`config.mk`:
```
export PLATFORM = sky130hd
export DESIGN_NAME = b64_stream_ctrl
export DESIGN_NICKNAME = d
export VERILOG_FILES = /design/src/rtl/b64_pkg.sv /design/src/rtl/b64_enc_core.sv /design/src/rtl/b64_stream_ctrl.sv
export SDC_FILE = /design/constraint.sdc
export NUM_CORES = 1
export LEC_CHECK = 0
export CORE_MARGIN = 2
export CORE_UTILIZATION = 30
export DETAILED_ROUTE_END_ITERATION = 6
export GPL_ROUTABILITY_DRIVEN = 1
export PLACE_DENSITY_LB_ADDON = 0.15
export SYNTH_ARGS = -nofsm -noshare
export SYNTH_HDL_FRONTEND = slang
export SYNTH_SLANG_ARGS = --single-unit
```
`constraint.sdc`:
```
create_clock -name clk -period 5.4 [get_ports clk]
set_input_delay 1.08 -clock clk [delete_from_list [all_inputs] [get_ports clk]]
set_output_delay 1.08 -clock clk [all_outputs]
set_load 0.005 [all_outputs]
```
`src/rtl/b64_pkg.sv`:
```
// Shared types and constants for the base64 stream controller and its encoder core.
// Optional line breaking: compile with B64_LINE_BREAK_EN to enable the BREAK state.
package b64_pkg;

`ifdef B64_LINE_BREAK_EN
   typedef enum logic [1:0] {ST_COLLECT, ST_ENCODE, ST_EMIT, ST_BREAK} state_t;
`else
   typedef enum logic [1:0] {ST_COLLECT, ST_ENCODE, ST_EMIT} state_t;
`endif

   localparam logic [7:0] PAD_CHAR     = 8'h3D;
   localparam logic [7:0] CR_CHAR      = 8'h0D;
   localparam logic [7:0] LF_CHAR      = 8'h0A;
   localparam int         LINE_LEN_DEF = 76;

   // Maps one 6-bit sextet onto the standard base64 alphabet.
   function automatic logic [7:0] b64_char(input logic [5:0] v);
      logic [7:0] w;
      w = {2'b00, v};
      if (v < 6'd26)       return 8'h41 + w;
      else if (v < 6'd52)  return 8'h61 + w - 8'd26;
      else if (v < 6'd62)  return 8'h30 + w - 8'd52;
      else if (v == 6'd62) return 8'h2B;
      else                 return 8'h2F;
   endfunction

endpackage

```
`src/rtl/b64_enc_core.sv`:
```
// 24-bit group to four base64 ASCII characters; ENC_LAT registered stages, no handshake.
module b64_enc_core
   import b64_pkg::*;
#(
   parameter int ENC_LAT = 1
) (
   input  logic        clk,
   input  logic        rst_n,
   input  logic [23:0] din,
   output logic [31:0] dout
);

   logic [31:0] w_map;
   logic [31:0] r_stage [ENC_LAT];

   assign w_map = {b64_char(din[23:18]), b64_char(din[17:12]),
                   b64_char(din[11:6]),  b64_char(din[5:0])};

   always_ff @(posedge clk) begin
      if (!rst_n) begin
         for (int i = 0; i < ENC_LAT; i++) r_stage[i] <= '0;
      end else begin
         r_stage[0] <= w_map;
         for (int i = 1; i < ENC_LAT; i++) r_stage[i] <= r_stage[i-1];
      end
   end

   assign dout = r_stage[ENC_LAT-1];

endmodule

```
`src/rtl/b64_stream_ctrl.sv`:
```
// Packs payload bytes into 24-bit groups, encodes each and streams four characters with '=' padding.
// B64_LINE_BREAK_EN inserts CR/LF every LINE_LEN characters (never after the final one).
module b64_stream_ctrl
   import b64_pkg::*;
#(
   parameter int ENC_LAT  = 1,
   parameter int LINE_LEN = LINE_LEN_DEF
) (
   input  logic       clk,
   input  logic       rst_n,
   input  logic       in_valid,
   output logic       in_ready,
   input  logic [7:0] in_data,
   input  logic       in_last,
   output logic       out_valid,
   input  logic       out_ready,
   output logic [7:0] out_data,
   output logic       out_last,
   output logic       busy
);

   if (ENC_LAT < 1 || ENC_LAT > 3) begin : g_bad_lat
      $error("ENC_LAT must be 1..3");
   end
   if (LINE_LEN < 4 || (LINE_LEN % 4) != 0) begin : g_bad_line
      $error("LINE_LEN must be a multiple of 4 and at least 4");
   end

   state_t      r_state, w_state_d;
   logic [1:0]  r_bcnt;
   logic [23:0] r_grp, w_grp_d;
   logic [1:0]  r_npad;
   logic        r_grp_last;
   logic [1:0]  r_enc_cnt;
   logic [31:0] r_char;
   logic [1:0]  r_cidx;
   logic [31:0] w_enc_dout;
   logic [7:0]  w_sel;
   logic        w_accept, w_grp_done, w_enc_done, w_out_acc, w_is_pad;

`ifdef B64_LINE_BREAK_EN
   localparam int LC_W = $clog2(LINE_LEN + 1);
   logic [LC_W-1:0] r_line_cnt;
   logic            r_brk_lf;
   logic            r_brk_end;
   logic            w_line_hit;
   assign w_line_hit = (r_line_cnt == LC_W'(LINE_LEN - 1));
`endif

   assign in_ready   = rst_n && (r_state == ST_COLLECT);
   assign busy       = (r_state != ST_COLLECT) || (r_bcnt != 2'd0);
   assign w_accept   = in_valid && in_ready;
   assign w_grp_done = w_accept && ((r_bcnt == 2'd2) || in_last);
   assign w_enc_done = (r_enc_cnt == 2'(ENC_LAT - 1));
   assign w_out_acc  = out_valid && out_ready;
   assign w_is_pad   = ({1'b0, r_cidx} >= (3'd4 - {1'b0, r_npad}));

   // Byte 0 zeroes the rest so short groups carry zero fill into the encoder.
   always_comb begin
      w_grp_d = r_grp;
      if (w_accept) begin
         case (r_bcnt)
            2'd0:    w_grp_d = {in_data, 16'h0000};
            2'd1:    w_grp_d = {r_grp[23:16], in_data, 8'h00};
            default: w_grp_d = {r_grp[23:8], in_data};
         endcase
      end
   end

   // Fed from the D side of the group register so the encoder starts on the closing accept edge.
   b64_enc_core #(.ENC_LAT(ENC_LAT)) u_enc (
      .clk   (clk),
      .rst_n (rst_n),
      .din   (w_grp_d),
      .dout  (w_enc_dout)
   );

   always_comb begin
      case (r_cidx)
         2'd0:    w_sel = r_char[31:24];
         2'd1:    w_sel = r_char[23:16];
         2'd2:    w_sel = r_char[15:8];
         default: w_sel = r_char[7:0];
      endcase
   end

   always_comb begin
      out_valid = 1'b0;
      out_data  = 8'h00;
      out_last  = 1'b0;
      case (r_state)
         ST_EMIT: begin
            out_valid = 1'b1;
            out_data  = w_is_pad ? PAD_CHAR : w_sel;
            out_last  = r_grp_last && (r_cidx == 2'd3);
         end
`ifdef B64_LINE_BREAK_EN
         ST_BREAK: begin
            out_valid = 1'b1;
            out_data  = r_brk_lf ? LF_CHAR : CR_CHAR;
         end
`endif
         default: ;
      endcase
   end

   always_comb begin
      w_state_d = r_state;
      case (r_state)
         ST_COLLECT: if (w_grp_done) w_state_d = ST_ENCODE;
         ST_ENCODE:  if (w_enc_done) w_state_d = ST_EMIT;
         ST_EMIT: begin
            if (w_out_acc) begin
`ifdef B64_LINE_BREAK_EN
               if (w_line_hit && !out_last) w_state_d = ST_BREAK;
               else if (r_cidx == 2'd3)     w_state_d = ST_COLLECT;
`else
               if (r_cidx == 2'd3) w_state_d = ST_COLLECT;
`endif
            end
         end
`ifdef B64_LINE_BREAK_EN
         ST_BREAK: begin
            if (w_out_acc && r_brk_lf) w_state_d = r_brk_end ? ST_COLLECT : ST_EMIT;
         end
`endif
         default: w_state_d = ST_COLLECT;
      endcase
   end

   always_ff @(posedge clk) begin
      if (!rst_n) begin
         r_state    <= ST_COLLECT;
         r_bcnt     <= 2'd0;
         r_grp      <= '0;
         r_npad     <= 2'd0;
         r_grp_last <= 1'b0;
         r_enc_cnt  <= 2'd0;
         r_char     <= '0;
         r_cidx     <= 2'd0;
`ifdef B64_LINE_BREAK_EN
         r_line_cnt <= '0;
         r_brk_lf   <= 1'b0;
         r_brk_end  <= 1'b0;
`endif
      end else begin
         r_state <= w_state_d;
         if (w_accept) begin
            r_grp <= w_grp_d;
            if (w_grp_done) begin
               r_bcnt     <= 2'd0;
               r_npad     <= 2'd2 - r_bcnt;
               r_grp_last <= in_last;
            end else begin
               r_bcnt <= r_bcnt + 2'd1;
            end
         end
         if (r_state == ST_ENCODE) begin
            if (w_enc_done) begin
               r_enc_cnt <= 2'd0;
               r_char    <= w_enc_dout;
               r_cidx    <= 2'd0;
            end else begin
               r_enc_cnt <= r_enc_cnt + 2'd1;
            end
         end
         if (r_state == ST_EMIT && w_out_acc) begin
            r_cidx <= r_cidx + 2'd1;
`ifdef B64_LINE_BREAK_EN
            if (out_last) begin
               r_line_cnt <= '0;
            end else begin
               r_line_cnt <= r_line_cnt + 1'b1;
               r_brk_lf   <= 1'b0;
               r_brk_end  <= (r_cidx == 2'd3);
            end
`endif
         end
`ifdef B64_LINE_BREAK_EN
         if (r_state == ST_BREAK && w_out_acc) begin
            if (!r_brk_lf) r_brk_lf <= 1'b1;
            else           r_line_cnt <= '0;
         end
`endif
      end
   end

endmodule

```
==> results of run 1 <==
[cell usage in the layout (no fill, tap or decap), types with 12 or more instances in the layout]
cell / count
xnor2_1: 13
dfxtp_1: 99
nand2_1: 112
a21oi_1: 72
o21ai_0: 30
nor3_1: 12
ha_1: 36
inv_1: 38
and2_1: 14
nor2_1: 69
clkdlybuf4s50_1: 24
nand3_1: 28
mux2i_1: 14
[final cells by class]
class / instances / area, um^2
inverters: 41 / 156
flip-flops and latches: 99 / 1980
multi-input cells: 536 / 3330
repair buffers: 33 / 308
clock inverters: 7 / 87.6
well taps: 234 / 293
clock buffers: 9 / 225
fillers: 1980 / 12300
[layer usage]
layer	part of all wire, %	vias up	global-route usage [%]
li1	-	2540	-
met1	49	2514	24.1
met2	44	162	26.2
met3	5.2	19	3.10
met4	1.5	0	4.58
met5	0	-	0
[worst reg2reg max path, stage by stage, from the launching register on]
cell      delay [ns]
dfxtp_1         0.56
inv_1           0.14
ha_1            0.21
buf_4           0.20
nand2b_1        0.21
or2_2           0.37
a22oi_1         0.15
buf_4           0.22
inv_1           0.10
ha_1            0.26
and3_1          0.19
a31oi_1         0.20
o21ai_0         0.21
a2111o_1        0.40
o211ai_1        0.10
o31ai_1         0.10
[path summary, 6_finish.rpt]
kind | start | to | slack [ns]
hold / removal | u_enc.r_stage[0][14]$_SDFF_PN0_ | r_char[14]$_SDFFE_PN0P_ | 0.44
setup / recovery | in_valid | u_enc.r_stage[0][21]$_SDFF_PN0_ | 0.97
setup reg to reg | r_bcnt[1]$_SDFFE_PN0N_ | u_enc.r_stage[0][21]$_SDFF_PN0_ | 1.64
hold reg to reg | u_enc.r_stage[0][14]$_SDFF_PN0_ | r_char[14]$_SDFFE_PN0P_ | 0.44
[metrics by stage]
step / cell area (um^2) / utilization, % / hold slack (ns) / power, mW
final: 6380 / 34.2 / 0.436 / 1.65
after global routing: 6380 / 34.2 / 0.446 / 1.72
after CTS: 6380 / 34.2 / 0.440 / 1.67
after detailed placement: 6070 / 32.5 / 0.429 / 0.985
after global placement: 6070 / 32.5 / 0.423 / 0.986
after floorplan: 5670 / - / 0.417 / 0.919
[power groups by stage]
stage | clock network (mW) | logic, mW | registers, mW
2_1_floorplan | 0 | 0.145 | 0.773
5_1_grt | 0.726 | 0.228 | 0.765
6_report | 0.678 | 0.208 | 0.763
3_5_place_dp | 0 | 0.205 | 0.780
3_3_place_gp | 0 | 0.205 | 0.781
4_1_cts | 0.696 | 0.206 | 0.763
[state kept, by name (all words and copies together), names as in the netlist]
name / count
r_state: 2
u_enc.r_stage: 32
r_npad: 2
r_grp: 24
r_grp_last: 1
r_enc_cnt: 2
r_char: 32
r_bcnt: 2
r_cidx: 2
[synth_stat cells, types with 7 or more instances]
cell / count / share of area (%)
ha_1: 36 / 7.9
nand4_1: 7 / 0.77
nor3_1: 12 / 1.1
o21ai_0: 30 / 2.6
a222oi_1: 8 / 1.4
and2_1: 14 / 1.5
mux2i_1: 14 / 2.5
o22ai_1: 8 / 0.88
clkbuf_1: 29 / 1.9
a21oi_1: 72 / 6.4
dfxtp_1: 99 / 35
xnor2_1: 13 / 2.0
nand3_1: 28 / 2.5
inv_1: 38 / 2.5
nand2_1: 112 / 7.4
nor2_1: 69 / 4.6
a31oi_1: 7 / 0.77
[cell families (layout without fill, tap and decap cells)]
logic type                 after synthesis  count (layout)  synth area share (%)
AOI/OAI and AO/OA                      190             190                  22.3
adders and majority gates               36              36                  7.94
xor gates and xnor gates                16              16                  2.47
and+or+nand+nor                        275             275                  22.4
DFF                                     99              99                  34.9
buffers and inverters                   86              90                  6.40
muxes                                   19              19                  3.51
==> metrics.txt, run 1 <==
status finished clean; Setup crit start kind input port; Nets 769; Die Ht ~140 um; DR DRC count 0; CP bufs+invs 2; Skew-Pair Late Insertion Delay roughly 0.35 ns; P&R area growth vs syn 12.5%; Max VDD drop 153 uV; GRT Overall Usage between 10% and 20%; Placed Instances between 900 and 1000; PD cells approximately 260 nW/um^2; final setup skew between 0.007 and 0.008 ns; vias per cell 5.46; setup violators final 0; num ports 25; initial DRC count ~350; P_leak 2.45 nW; number of cells on the critical path 12; Worst Setup End Kind flip-flop; Detail Route Antenna Nets 0; initial antenna violation count 0; Initial Util 30.4%; Routability Congestion 0.921; synthesized area ~5700 um^2; path depth of the worst reg2reg path 15; row count 50; PostCTS Resize Cnt 0; post-detail-place hpwl between 10000 and 15000 um; die area about 20000 um^2; Max-Cap Viols 0; router iterations before antenna repair 5; Synth async-reset ratio 0%; Setup WS post-layout ~0.97 ns; Arrival @ worst endpoint roughly 4.7 ns; Final Non-Filler Cells between 900 and 1000; diode count 0; layout cells sized above 1 about 6.9%; warnings from Yosys 0; via count roughly 5200; cell-internal power between 1 and 1.5 mW; slowest CP cell and4bb_1; syn nets 770; root buffer cell clkbuf_16; Clock Sinks 99; drt wl/cell about 17 um; Final Critical Period 4.43 ns; register area share after synthesis 34.9%; CTS Buf Count 9; switch share between 20% and 30%; Slew HR 19.8%; hold path depth 2; RSZ-0062 raised after global routing no; CP max stage delay 0.63 ns; Longest Clk Path Bufs 2; Setup Fix Bufs, Post-CTS 0; CTS tree built; width of the die 141 um; top_reg_cell synth dfxtp_1; Tcrit/Tclk final 82.0%; flip-flop and latch count after synthesis just under 100; pre-CTS setup slack roughly 0.65 ns; WS Path Type in -> reg; combinational power share ~13%; Psw 0.454 mW; pin count of the biggest net entering global routing 81; Core ar. approximately 19000 um^2; setup TNS 0 ns; Distinct cells, synth 67; maximum clock frequency 0.226 GHz; htree depth 3; Post-synth EDFFs 0; Hold WC Path Type reg -> reg; I/O Buffers 24; Hold-fix buffers, CTS 0; Mapped Cells ~720; Hold Vio Cnt, Final 0; Top delay family on crit path compound AO/OA/AOI/OAI gates; final slew viol count 0; CP Cell Sequence clkdlybuf4s50_1 -> and4bb_1 -> o21ai_2 -> a22oi_2 -> inv_1 -> ha_1 -> and3_1 -> a31oi_1 -> o21ai_0 -> a2111o_1 -> o211ai_1 -> o31ai_1; number of global-route vias before repair ~4900; total gr overflow 0; Flop pwr share between 40% and 50%; mean post-synth cell area 7.87 um^2; required time of the critical path 5.63 ns; Clk network pwr share around two fifths; Routed WL approximately 17000 um; clock transition at the registers of the reported paths ~0.070 ns; first-pass GRT wire length roughly 27000 um; worst-path fanout max 15; Worst Tran Pin Value 1.20 ns
No activity file was read; power rests on OpenSTA's default activity.
==> inputs of run 2 (changes only) <==
Clock period 5.4 ns to 3.95 ns, I/O delays scaled along.
==> metrics.txt, run 2 (synthesis results as in run 1) <==
Detail Route Antenna Nets 0; path depth of the worst reg2reg path 13; worst hold slack about 0.44 ns; Routed WL approximately 17000 um; post-detail-place hpwl 12700 um; num ports 25; Setup Fix Bufs, Post-CTS 0; Final Critical Period 3.61 ns; pre-CTS setup slack 0.0513 ns; Worst R2R End u_enc.r_stage[0][21]$_SDFF_PN0_; Arrival @ worst endpoint 3.84 ns; initial antenna violation count 0; combinational power share between 10% and 20%; width of the die around 140 um; Setup WS post-layout around 0.34 ns; first-pass GRT wire length ~28000 um; die area around 20000 um^2; P&R area growth vs syn 16.1%; Flop pwr share a little under half; row count 50; Hold-fix buffers, CTS 0; initial DRC count between 300 and 400; cell-internal power between 1.5 and 2 mW; GRT Overall Usage 17.4%; worst reg2reg startpoint r_bcnt[1]$_SDFFE_PN0N_; WL met3 995 um; Clk network pwr share between 30% and 40%; Psw ~0.63 mW; P_leak 2.57 nW; via count ~5200; RSZ-0062 raised after global routing no; layout cells sized above 1 between 10% and 20%; Worst Tran Pin Value 1.12 ns; uppermost routed layer met4; Hold WC Path Type reg -> reg; Setup crit start kind input port; Critical path destination u_enc.r_stage[0][21]$_SDFF_PN0_; DR DRC count 0; vias per cell about 5.3; commonest non-fill, non-tap cells in the layout nand2_1 (112), dfxtp_1 (99), a21oi_1 (72), nor2_1 (69), buf_4 (39); CTS Buf Count 9; Post-Route M1 WL 8200 um; Tcrit/Tclk final 91.5%; total gr overflow 0; PD cells between 300 and 400 nW/um^2; worst-path fanout max 7; Top delay family on crit path compound AO/OA/AOI/OAI gates; setup TNS 0 ns; number of cells on the critical path 12; Worst Setup End Kind flip-flop; number of global-route vias before repair between 5000 and 6000; Placed Instances between 900 and 1000; PostCTS Resize Cnt 0; switch share approximately 28%; Skew-Pair Late Insertion Delay ~0.35 ns; Met2 Wirelength ~7500 um; CP max stage delay 0.54 ns; Reg area 1980 um^2; root buffer cell clkbuf_16; final setup skew about 0.0072 ns; clock transition at the registers of the reported paths ~0.070 ns; Initial Util between 30 and 40%; WS Path Type in -> reg; pin count of the biggest net entering global routing 81; Die Ht between 100 and 150 um; CP Cell Sequence clkdlybuf4s50_1 -> and4bb_1 -> o21ai_2 -> a22oi_2 -> inv_1 -> ha_1 -> and3_1 -> a31oi_1 -> o21ai_0 -> a2111o_1 -> o211ai_1 -> o31ai_1; Routability Congestion between 0.8 and 0.9; drt wl/cell between 15 and 20 um; r2r setup slk slightly below 0.8 ns; I/O Buffers 24; worst setup path start in_valid; most common cell after layout, fill and taps aside nand2_1; Longest Clk Path Bufs 2; multi-input logic area ~3300 um^2; Core ar. 18600 um^2; Nets about 800; Slew HR between 20% and 30%; maximum clock frequency 0.277 GHz; Filler Cell Count a little under 2000; slowest CP cell clkdlybuf4s50_1; final slew viol count 0; router iterations before antenna repair 6; diode count 0; Pwr Total around 2.2 mW; CP bufs+invs 2; Clock Sinks about 100; status finished clean; htree depth 3; setup violators final 0; CTS tree built; Final Non-Filler Cells 989; Hold Vio Cnt, Final 0; Max VDD drop ~210 uV; top flop regs r_char x32, u_enc.r_stage x32, r_grp x24; Max-Cap Viols 0; required time of the critical path between 4 and 5 ns
## run 2: changes by cell type in the layout (fill, tap and decap cells not counted), sizes merged
| cell | previous run | this run |
|---|---|---|
| buf | 9 | 39 |
| bufinv | 1 | 0 |
| clkbuf | 9 | 10 |
| clkinv | 1 | 2 |
| clkinvlp | 0 | 2 |
| inv | 46 | 43 |
## run 2: metal layers
layer	vias to the layer above	track usage [%]
li1	2587	-
met1	2419	23.6
met2	174	27.3
met3	37	4.52
met4	0	5.42
met5	-	0
## run 2: worst min-delay path, delay by kind of cell (launching register included)
family / cells / cell delay, ns
flops: 1 / 0.30
simple gates: 1 / 0.05
compound gates: 1 / 0.05
## run 2: layout make-up
cell class,count,area share (%)
well taps,234,4.45
clock buffers,10,3.63
repair buffers,63,8.09
clock inverters,6,0.836
multi-input cells,536,50.5
inverters,41,2.38
flip-flops and latches,99,30.1
## run 2: worst min path at each step
stage               depth (start not counted)                      end  slack (ns)                            start
detailed placement                          2   r_char[4]$_SDFFE_PN0P_        0.43   u_enc.r_stage[0][4]$_SDFF_PN0_
global route                                2  r_char[15]$_SDFFE_PN0P_        0.46  u_enc.r_stage[0][15]$_SDFF_PN0_
finish                                      2   r_char[2]$_SDFFE_PN0P_        0.44   u_enc.r_stage[0][2]$_SDFF_PN0_
CTS                                         2   r_char[4]$_SDFFE_PN0P_        0.44   u_enc.r_stage[0][4]$_SDFF_PN0_
global placement                            2   r_char[4]$_SDFFE_PN0P_        0.43   u_enc.r_stage[0][4]$_SDFF_PN0_
floorplan                                   2   r_char[0]$_SDFFE_PN0P_        0.42   u_enc.r_stage[0][0]$_SDFF_PN0_
## run 2: stage by stage
step	cell area [um^2]	util, %
final	6590	35.3
after detailed placement	6290	33.7
after CTS	6590	35.3
after global placement	6290	33.7
after floorplan	5670	-
after global routing	6590	35.3
## run 2: power groups by stage
stage / sequential (mW) / clock [mW] / combinational, mW
after floorplan: 1.06 / 0 / 0.199
after global placement: 1.07 / 0 / 0.300
after detailed placement: 1.07 / 0 / 0.299
after CTS: 1.04 / 0.908 / 0.301
after global routing: 1.05 / 0.943 / 0.332
final: 1.04 / 0.882 / 0.304
==> inputs of run 3 (changes only) <==
Clock period 3.95 ns to 4.35 ns, I/O delays scaled along.
==> metrics.txt, run 3 (synthesis results as in run 1) <==
r2r setup slk just under 0.8 ns; Initial Util a little under a third; final setup skew about 0.011 ns; Hold Vio Cnt, Final 0; Critical path destination u_enc.r_stage[0][21]$_SDFF_PN0_; Nets about 790; CTS Buf Count 9; Final Critical Period 3.80 ns; die area ~20000 um^2; RSZ-0062 raised after global routing no; initial DRC count a little over 400; htree depth 3; root buffer cell clkbuf_16; P_leak around 2.5 nW; Setup Fix Bufs, Post-CTS 0; router iterations before antenna repair 6; Detail Route Antenna Nets 0; startpoint of the worst hold path u_enc.r_stage[0][19]$_SDFF_PN0_; Setup WS post-layout roughly 0.55 ns; setup violators final 0; final slew viol count 0; Max VDD drop 195 uV; commonest non-fill, non-tap cells in the layout nand2_1 (112), dfxtp_1 (99), a21oi_1 (72), nor2_1 (69), inv_1 (38); maximum clock frequency around 0.26 GHz; worst reg2reg startpoint r_bcnt[1]$_SDFFE_PN0N_; multi-input logic area ~3300 um^2; top flop regs r_char x32, u_enc.r_stage x32, r_grp x24; width of the die 141 um; initial antenna violation count 0; required time of the critical path ~4.6 ns; Skew-Pair Late Insertion Delay approximately 0.35 ns; I/O Buffers 24; num ports 25; row count 50; layout cells sized above 1 under 10%; GRT Overall Usage ~17%; Die Ht between 100 and 150 um; most common cell after layout, fill and taps aside nand2_1; Routability Congestion 0.887; setup TNS 0 ns; PostCTS Resize Cnt 0; P&R area growth vs syn 14.3%; number of global-route vias before repair slightly below 5000; Arrival @ worst endpoint roughly 4 ns; CTS tree built; Hold-fix buffers, CTS 0; DP Area slightly above 6000 um^2; vias per cell about 5.3; Max-Cap Viols 0; WS Path Type in -> reg; Routed WL ~17000 um; Hold WC Path Type reg -> reg; drt wl/cell between 15 and 20 um; diode count 0; Clock Sinks 99; Worst Setup End Kind flip-flop; first-pass GRT wire length 26600 um; Setup crit start kind input port; worst-path fanout max 7; PD cells between 300 and 400 nW/um^2; DR DRC count 0; Worst Tran Pin Value ~1.1 ns; Core ar. between 15000 and 20000 um^2; via count 5161; Filler Cell Count between 1500 and 2000; pre-CTS setup slack approximately 0.28 ns; total gr overflow 0; path depth of the worst reg2reg path 13; pin count of the biggest net entering global routing around 80; Worst R2R End u_enc.r_stage[0][21]$_SDFF_PN0_; worst setup path start rst_n; Longest Clk Path Bufs 2; Tcrit/Tclk final around 87%; fin area 6480 um^2; clock transition at the registers of the reported paths about 0.070 ns; status finished clean; post-detail-place hpwl about 12000 um; Slew HR between 20% and 30%; Reg area 1980 um^2
==> run 3: cell types whose count changed in the layout (fill, tap and decap cells not counted), sizes merged <==
| cell | change |
|---|---|
| inv | +2 |
| clkinvlp | -2 |
| buf | -12 |
| clkbuf | -1 |
==> run 3: power breakdown <==
group	total, mW	switching, mW	internal (mW)	leakage (nW)
logic	0.266	0.168	0.0977	1.57
registers	0.948	0.0178	0.930	0.803
clock network	0.783	0.385	0.399	0.139
total	2.00	0.571	1.43	2.52
==> run 3: layout make-up <==
cell class                 count  area share, %
tap                          234           4.52
clock inverter                 6          0.849
inverter                      41           2.41
multi-input combinational    536           51.3
sequential                    99           30.6
clock buffer                   9           3.47
timing repair buffer          51           6.83
==> run 3: worst min-delay path by stage <==
stage / end / slack (ns) / cells after the start
finish: r_char[19]$_SDFFE_PN0P_ / 0.42 / 2
floorplan: r_char[0]$_SDFFE_PN0P_ / 0.42 / 2
detailed placement: r_char[21]$_SDFFE_PN0P_ / 0.43 / 2
global route: r_char[21]$_SDFFE_PN0P_ / 0.45 / 2
global placement: r_char[19]$_SDFFE_PN0P_ / 0.43 / 2
CTS: r_char[19]$_SDFFE_PN0P_ / 0.42 / 2
==> run 3: stage by stage <==
stage / util [%] / std cells / hold WS [ns] / total power, mW
floorplan: - / 721 / 0.417 / 1.14
global placement: 33.3 / 961 / 0.428 / 1.23
detailed placement: 33.3 / 961 / 0.427 / 1.23
CTS: 34.8 / 976 / 0.422 / 2.02
global route: 34.8 / 976 / 0.449 / 2.08
finish: 34.8 / 976 / 0.424 / 2.00
==> run 3: routing by layer <==
| layer | vias up | track usage [%] | routed length, um |
|---|---|---|---|
| li1 | 2570 | - | - |
| met1 | 2413 | 23.4 | 7910 |
| met2 | 154 | 26.0 | 7280 |
| met3 | 24 | 4.29 | 979 |
| met4 | 0 | 4.95 | 340 |
| met5 | - | 0 | 0 |
==> run 3: critical path: stages <==
cell	delay [ns]
clkdlybuf4s50_1	0.61
and4bb_1	0.46
o21ai_2	0.21
a22oi_2	0.24
inv_1	0.13
ha_1	0.28
and3_1	0.21
a31oi_1	0.19
o21ai_0	0.20
a2111o_1	0.39
o211ai_1	0.10
o31ai_1	0.12
